`src/rtl/trade_beep_sequencer.sv`:
```
// Turns matched-trade events into queued fixed-length square-wave beeps for the I2S driver.
// Pitch follows the latched trade price: higher price -> longer half-period -> lower tone.
//
// state  | meaning
// -------+-----------------------------------------------------------
// IDLE   | silent; starts the next beep when any events are queued
// TONE   | square wave running for BEEP_CYCLES cycles
// GAP    | enforced silence of GAP_CYCLES cycles before returning to IDLE
module trade_beep_sequencer #(
    parameter int unsigned BASE_HALF_PERIOD = 56818,
    parameter int unsigned PRICE_STEP       = 64,
    parameter int unsigned BEEP_CYCLES      = 5000000,
    parameter int unsigned GAP_CYCLES       = 2500000,
    parameter logic [15:0] AMPLITUDE        = 16'h2000,
    parameter int unsigned MAX_PENDING      = 15
) (
    input  logic        clk,
    input  logic        reset,
    input  logic        trigger,
    input  logic [7:0]  trade_price,
    input  logic        mute,
    output logic [15:0] sample,
    output logic        busy,
    output logic [3:0]  pending,
    output logic        overflow
);

    typedef enum logic [1:0] {
        S_IDLE = 2'd0,
        S_TONE = 2'd1,
        S_GAP  = 2'd2
    } state_t;

    localparam logic [23:0] BEEP_LOAD = 24'(BEEP_CYCLES - 1);
    localparam logic [23:0] GAP_LOAD  = 24'(GAP_CYCLES - 1);
    localparam logic [3:0]  PEND_MAX  = 4'(MAX_PENDING);
    localparam logic [15:0] AMP_NEG   = (~AMPLITUDE) + 16'd1;

    state_t      state_q, state_n;
    logic        trig_d;
    logic [7:0]  price_q;
    logic [3:0]  pend_q, pend_n;
    logic [23:0] dur_q, dur_n;
    logic [23:0] ph_q, ph_n;
    logic [23:0] half_q, half_n;
    logic [23:0] half_calc;
    logic        pol_q, pol_n;
    logic [15:0] sample_q, sample_n;
    logic        ovf_q, ovf_n;
    logic        evt;
    logic        start;

    assign evt       = trigger & ~trig_d;
    assign start     = (state_q == S_IDLE) && (pend_q != 4'd0);
    assign half_calc = 24'(BASE_HALF_PERIOD) + 24'(price_q) * 24'(PRICE_STEP);

    always_comb begin
        state_n = state_q;
        dur_n   = dur_q;
        ph_n    = ph_q;
        half_n  = half_q;
        pol_n   = pol_q;
        case (state_q)
            S_IDLE: begin
                if (start) begin
                    state_n = S_TONE;
                    dur_n   = BEEP_LOAD;
                    half_n  = half_calc;
                    ph_n    = half_calc - 24'd1;
                    pol_n   = 1'b1;
                end
            end
            S_TONE: begin
                if (ph_q == 24'd0) begin
                    ph_n  = half_q - 24'd1;
                    pol_n = ~pol_q;
                end else begin
                    ph_n = ph_q - 24'd1;
                end
                if (dur_q == 24'd0) begin
                    state_n = S_GAP;
                    dur_n   = GAP_LOAD;
                end else begin
                    dur_n = dur_q - 24'd1;
                end
            end
            S_GAP: begin
                if (dur_q == 24'd0) begin
                    state_n = S_IDLE;
                end else begin
                    dur_n = dur_q - 24'd1;
                end
            end
            default: state_n = S_IDLE;
        endcase

        // An event coinciding with a start cancels out, so it can never overflow.
        pend_n = pend_q;
        ovf_n  = 1'b0;
        if (evt && !start) begin
            if (pend_q == PEND_MAX) begin
                ovf_n = 1'b1;
            end else begin
                pend_n = pend_q + 4'd1;
            end
        end else if (start && !evt) begin
            pend_n = pend_q - 4'd1;
        end

        sample_n = 16'd0;
        if (state_n == S_TONE && !mute) begin
            sample_n = pol_n ? AMPLITUDE : AMP_NEG;
        end
    end

    always_ff @(posedge clk or posedge reset) begin
        if (reset) begin
            state_q  <= S_IDLE;
            trig_d   <= 1'b0;
            price_q  <= 8'd0;
            pend_q   <= 4'd0;
            dur_q    <= 24'd0;
            ph_q     <= 24'd0;
            half_q   <= 24'd0;
            pol_q    <= 1'b0;
            sample_q <= 16'd0;
            ovf_q    <= 1'b0;
        end else begin
            state_q  <= state_n;
            trig_d   <= trigger;
            if (evt) begin
                price_q <= trade_price;
            end
            pend_q   <= pend_n;
            dur_q    <= dur_n;
            ph_q     <= ph_n;
            half_q   <= half_n;
            pol_q    <= pol_n;
            sample_q <= sample_n;
            ovf_q    <= ovf_n;
        end
    end

    assign busy     = (state_q != S_IDLE);
    assign pending  = pend_q;
    assign overflow = ovf_q;
    assign sample   = sample_q;

endmodule

```
`config.mk`:
```
export PLATFORM = sky130hd
export DESIGN_NAME = trade_beep_sequencer
export DESIGN_NICKNAME = d
export VERILOG_FILES = /design/src/rtl/trade_beep_sequencer.sv
export SDC_FILE = /design/constraint.sdc
export NUM_CORES = 1
export LEC_CHECK = 0
export ABC_AREA = 0
export CORE_MARGIN = 5
export CORE_UTILIZATION = 53
export CTS_CLUSTER_SIZE = 16
export DETAILED_ROUTE_END_ITERATION = 8
export PLACE_DENSITY = 0.76
export SYNTH_ARGS = -nofsm -noshare
export SYNTH_HDL_FRONTEND = slang
export SYNTH_SLANG_ARGS = --single-unit
```
`constraint.sdc`:
```
create_clock -name clk -period 3.25 [get_ports clk]
set_input_delay 0.65 -clock clk [delete_from_list [all_inputs] [get_ports clk]]
set_output_delay 0.65 -clock clk [all_outputs]
set_load 0.01 [all_outputs]
```
======== Yosys cells after proc, flatten, opt, wreduce, memory -nomap -nowiden ========
Cells that the tools add are included.
cells by class
  reduce and logical (&&, ||, !) cells .... 19
  add/subtract/negate cells ............... 7
  equality and inequality tests ........... 7
  bitwise operators ....................... 3
  multiplexer cells ....................... 21
operators with widths
  kind                                                 number
  2-to-1 mux 24 bit                                    5
  one-hot mux 24 bit (3 select lines)                  1
  subtractor 24 x 1 -> 24 bit (second input constant)  3
  zero test 24 bit                                     2
  one-hot mux 24 bit (2 select lines)                  1
  2-to-1 mux 16 bit                                    2
  subtractor 17 x 1 -> 18 bit (second input constant)  1
  adder 16 x 14 -> 17 bit (first input constant)       1
  2-to-1 mux 4 bit                                     3
  2-to-1 mux 2 bit                                     3
  inequality test 2 bit (second input constant)        3
  one-hot mux 2 bit (3 select lines)                   1
  AND reduction 2 bit                                  3
  nonzero test 2 bit                                   3
  adder 4 x 1 -> 4 bit (second input constant)         1
  == test 2 x 1 -> 1 bit (second input constant)       2
  == test 4 bit (second input constant)                1
  logical AND 1 bit                                    4
  2-to-1 mux 1 bit                                     4
  nonzero test 4 bit                                   1
  subtractor 4 x 1 -> 4 bit (second input constant)    1
  zero test 1 bit                                      3
  AND reduction 3 bit                                  1
  nonzero test 3 bit                                   1
  5 further kinds                                      6
storage, ports and cells
  input port bits ......................... 12
  output and inout bits ................... 22
  bits in registers ....................... 105

======== Logic depth before layout (Yosys ltp) ========
Gate-level depths: netlist (run 1).
  depth in word-level cells ............... 7
  depth in mapped cells ................... 13

======== Worst setup path after synthesis (run 1) ========
No wires, ideal clock.
  kind .................................... reg-to-reg
  from .................................... reg ph_q[19]
  to ...................................... reg ph_q[14]
  arrival ................................. 3.268 ns
  path buffers ............................ 2
  path slack .............................. -0.158 ns
  cell stages (with the launch flop) ...... 14
  library setup time ...................... 0.139 ns
  cell sequence ........................... dfrtp_1 > or4_1 > nor4_1 > and4_1 > buf_2 > buf_2 > a21oi_1 > ha_1 > nand4_1 > nor2_1 > nand3_1 > nor4b_1 > a2111oi_0 > nor4_1
between the ends
  word-level cells in the longest chain between the ends .. 3
RTL lines
  element                              line  text
  from (decl)                          44    logic [23:0] ph_q, ph_n;
  from (signal assigned)               136   ph_q <= ph_n;
  zero test 24 bit                     74    if (ph_q == 24'd0) begin
  2-to-1 mux 24 bit                    74
  one-hot mux 24 bit (2 select lines)  63    case (state_q)
No other way between the ends.
A chain may end at the register's enable or synchronous reset.

======== Worst setup path in the final report (run 1) ========
  from .................................... reg half_q[5]
  to ...................................... reg ph_q[21]
between the ends
  word-level cells in the longest chain between the ends .. 3
RTL lines
  element                              line  text
  from (decl)                          45    logic [23:0] half_q, half_n;
  from (signal assigned)               137   half_q <= half_n;
  subtractor 24 x 1 -> 24 bit          75    ph_n = half_q - 24'd1;
  2-to-1 mux 24 bit                    74
  one-hot mux 24 bit (2 select lines)  63
No other way between the ends.

==> results of run 1 <==
-- repair_timing --
action,4_1_cts,5_1_grt
gates resized for setup,0,2
hold buffers,0,0
setup endpoints to repair,0,1
-- per-stage QoR --
step | std cells | hold slack [ps] | util (%) | power, W | setup slack [ps]
finish | 685 | 514 | 60.5 | 0.00417 | 221
detailed placement | 669 | 489 | 58.4 | 0.00350 | 261
CTS | 685 | 512 | 60.4 | 0.00417 | 237
global route | 685 | 548 | 60.5 | 0.00451 | 23.3
floorplan | 556 | 457 | - | 0.00291 | 30.3
global placement | 669 | 487 | 58.4 | 0.00343 | 315
-- synthesized netlist by cell type (all sizes together) (4+ instances only) --
| library cell | count |
|---|---|
| ha | 9 |
| inv | 14 |
| nor2 | 64 |
| o31ai | 8 |
| o41ai | 4 |
| a31oi | 8 |
| xnor2 | 8 |
| clkbuf | 18 |
| a22o | 7 |
| a21oi | 40 |
| o311ai | 4 |
| nor4 | 12 |
| dfrtp | 79 |
| o21ai | 55 |
| buf | 21 |
| nand3 | 10 |
| or3 | 10 |
| xor2 | 6 |
| nor3 | 21 |
| mux2 | 5 |
| nand2 | 52 |
| nand4 | 8 |
| or2 | 6 |
| nand2b | 6 |
| or4 | 7 |
| a211oi | 6 |
| nor2b | 5 |
-- cell families after synthesis --
group                    synth area share [%]
AO/OA/AOI/OAI                            22.7
XOR/XNOR                                 2.62
adder cells (fa/ha/maj)                  2.83
buffers and inverters                    5.59
flip-flops                               42.2
multiplexers                             1.20
other                                  0.0801
AND/OR/NAND/NOR                          22.8
-- area by class of cell --
type | instances | area, um2
sequential | 79 | 1980
tap | 108 | 135
clock inverter | 5 | 33.8
clock buffer | 11 | 141
timing repair buffer | 44 | 393
inverter | 14 | 53.8
multi-input combinational | 424 | 2510
fill | 780 | 3430
-- worst min path at each step --
stage / startpoint / endpoint / slack [ps] / cells after the start
after floorplan: dur_q[19] / dur_q[19] / 460 / 1
after global placement: half_q[15] / half_q[15] / 490 / 2
after detailed placement: dur_q[19] / dur_q[19] / 490 / 1
after CTS: dur_q[19] / dur_q[19] / 510 / 1
after global routing: dur_q[9] / dur_q[9] / 550 / 1
final: dur_q[12] / dur_q[12] / 510 / 2
-- critical path: cells and delay by family (launching register included) --
kind | cells | cell delay [ps]
and+or+nand+nor | 5 | 1910
DFF | 1 | 520
AOI/OAI and AO/OA | 2 | 500
-- routing by layer --
layer / routed length (um) / track usage (%) / vias to the layer above
li1: - / - / 2022
met1: 5300 / 31.0 / 2002
met2: 4940 / 30.6 / 178
met3: 694 / 2.79 / 21
met4: 201 / 7.31 / 0
met5: 0 / 0 / -
-- power by group --
| group | total [W] | switching [W] | internal, W |
|---|---|---|---|
| Sequential | 0.00163 | 0.000345 | 0.00129 |
| Combinational | 0.00189 | 0.00111 | 0.000779 |
| Clock | 0.000652 | 0.000355 | 0.000297 |
-- state kept, by name, summed over array words and instances, names as in the netlist --
name,flops
state_q,2
price_q,8
sample,2
overflow,1
half_q,12
ph_q,24
pol_q,1
trig_d,1
pending,4
dur_q,24
==> summary.txt, run 1 <==
Final layout
  • Nets: 594
  • Most frequent cells in the layout: 79 x dfrtp_1, 64 x nor2_1, 52 x nand2_1, 52 x o21ai_0, 40 x a21oi_1
  • Post-route cell area: 5250 um2
  • Most common cell after layout, fill and taps aside: dfrtp_1
  • # diodes: 0
  • Layout cells sized above 1: between 10% and 20%
  • Synthesis-to-layout area growth: 12.1%

Setup path
  • Reg-to-Reg End: ph_q[21]
  • Slowest stage delay, CP: 660 ps
  • Crit. End Element: register
  • WS Path Type: register to register
  • Crit path launch type: register
  • Worst reg2reg path depth: 7
  • CP startpoint: half_q[5]
  • Crit path required time: 3490 ps
  • CP endpoint: ph_q[21]
  • Crit path max fanout: 12
  • Slowest-stage cell, CP: or4_1
  • Most common cell on crit path: or3_1
  • R2R Path Start: half_q[5]
  • R2R Setup Slk: 220 ps
  • CP Cell Sequence: or4_1 -> o31a_1 -> nand4_1 -> nand4b_1 -> or3_1 -> or3_1 -> a31o_1
  • Arr. time, crit path: around 3300 ps

Floorplanning
  • Die Y: 104 um
  • Top-Level Pins: 34
  • Die area: 10,800 um2
  • Chip width: 104 um
  • Site row count: 34
  • Core area: 8680 um2
  • Starting Density: 54.0%

CTS
  • Clk_lat worst skew: 350 ps
  • Clock Tree Root: clkbuf_8
  • Clk buf depth: 2
  • CTS Buf Count: 9
  • TritonCTS clock tree: yes
  • Post-CTS Setup Inserts: 0
  • Clock-pin slew on the worst setup and hold paths: 80 ps
  • Clock sink count: 79
  • CTS H-tree lvls: 3

GRT
  • Initial antenna violation count: 0
  • All-layer global routing usage: 20.7%
  • Pin count of the biggest net entering global routing: 40
  • Vias in the first global route: 3,938
  • Gr ovfl total: 0
  • First-pass GRT wire length: 18,900 um

Timing
  • Skew final: ~11 ps
  • Max Fclk: 0.330 GHz
  • Post-layout min period: 3030 ps
  • Slew margin rel.: 19.2%
  • Tightest Pin Transition: 1210 ps
  • Tcrit/Tclk final: 93.2%
  • Slew Viols, Final: 0
  • Sum Neg Setup Slack: 0 ps
  • Final Setup Violations: 0
  • Final hold violation count: 0
  • RSZ-0062 raised after global routing: no

Synthesis
  • Dominant cell type by area after synthesis: dfrtp_1
  • Post-synthesis sequential area ratio: 42.2%
  • Yosys top cell area share: 42.2%
  • Number of synthesized flops with an enable pin: 0
  • Post-synth cell types: 68
  • Post-Syn Area per Cell: 8.61 um2
  • #FFs+latches synth: around 80
  • Synth warn: 0
  • Synthesized area: 4680 um2
  • Async set or reset register ratio after synthesis: 100%
  • Synth area leaders: dfrtp_1 42%, o21ai_0 5.6%, nor2_1 5.1%
  • Top FF cell, synth: dfrtp_1
  • Synth Instances: 544

Place
  • DPL Wire Length: 8060 um
  • Final estimated routing congestion in global placement: 0.935
  • Area post-placement: 5060 um2
  • Port bufs: 20

Route
  • Router iterations before antenna repair: 5
  • Wire per inst: 16.3 um
  • Iter 0 DRT Violations: 429
  • Post-route ant nets: 0
  • DR vias: 4,223
  • Vias/cell: about 6
  • DRC: 0
  • Detailed Route WL: 11,100 um

Power
  • Peak VDD IR: 486 uV
  • Pwr Density: 796 nW/um2
  • Lkg Pwr: 2.18 nW

Worst hold path
  • HP Class: register to register

Job
  • Max-cap violations: 0

Status
  • Status: finished, final reports clean
No activity file was read; power rests on OpenSTA's default activity.
==> inputs of run 2 (changes only) <==
--- a/config.mk
+++ b/config.mk
@@ -5,7 +5,6 @@
 export SDC_FILE = /design/constraint.sdc
 export NUM_CORES = 1
 export LEC_CHECK = 0
-export ABC_AREA = 0
 export CORE_MARGIN = 5
 export CORE_UTILIZATION = 53
 export CTS_CLUSTER_SIZE = 16
==> results of run 2 <==
Final layout, timing and power as in run 1 (identical DEF).
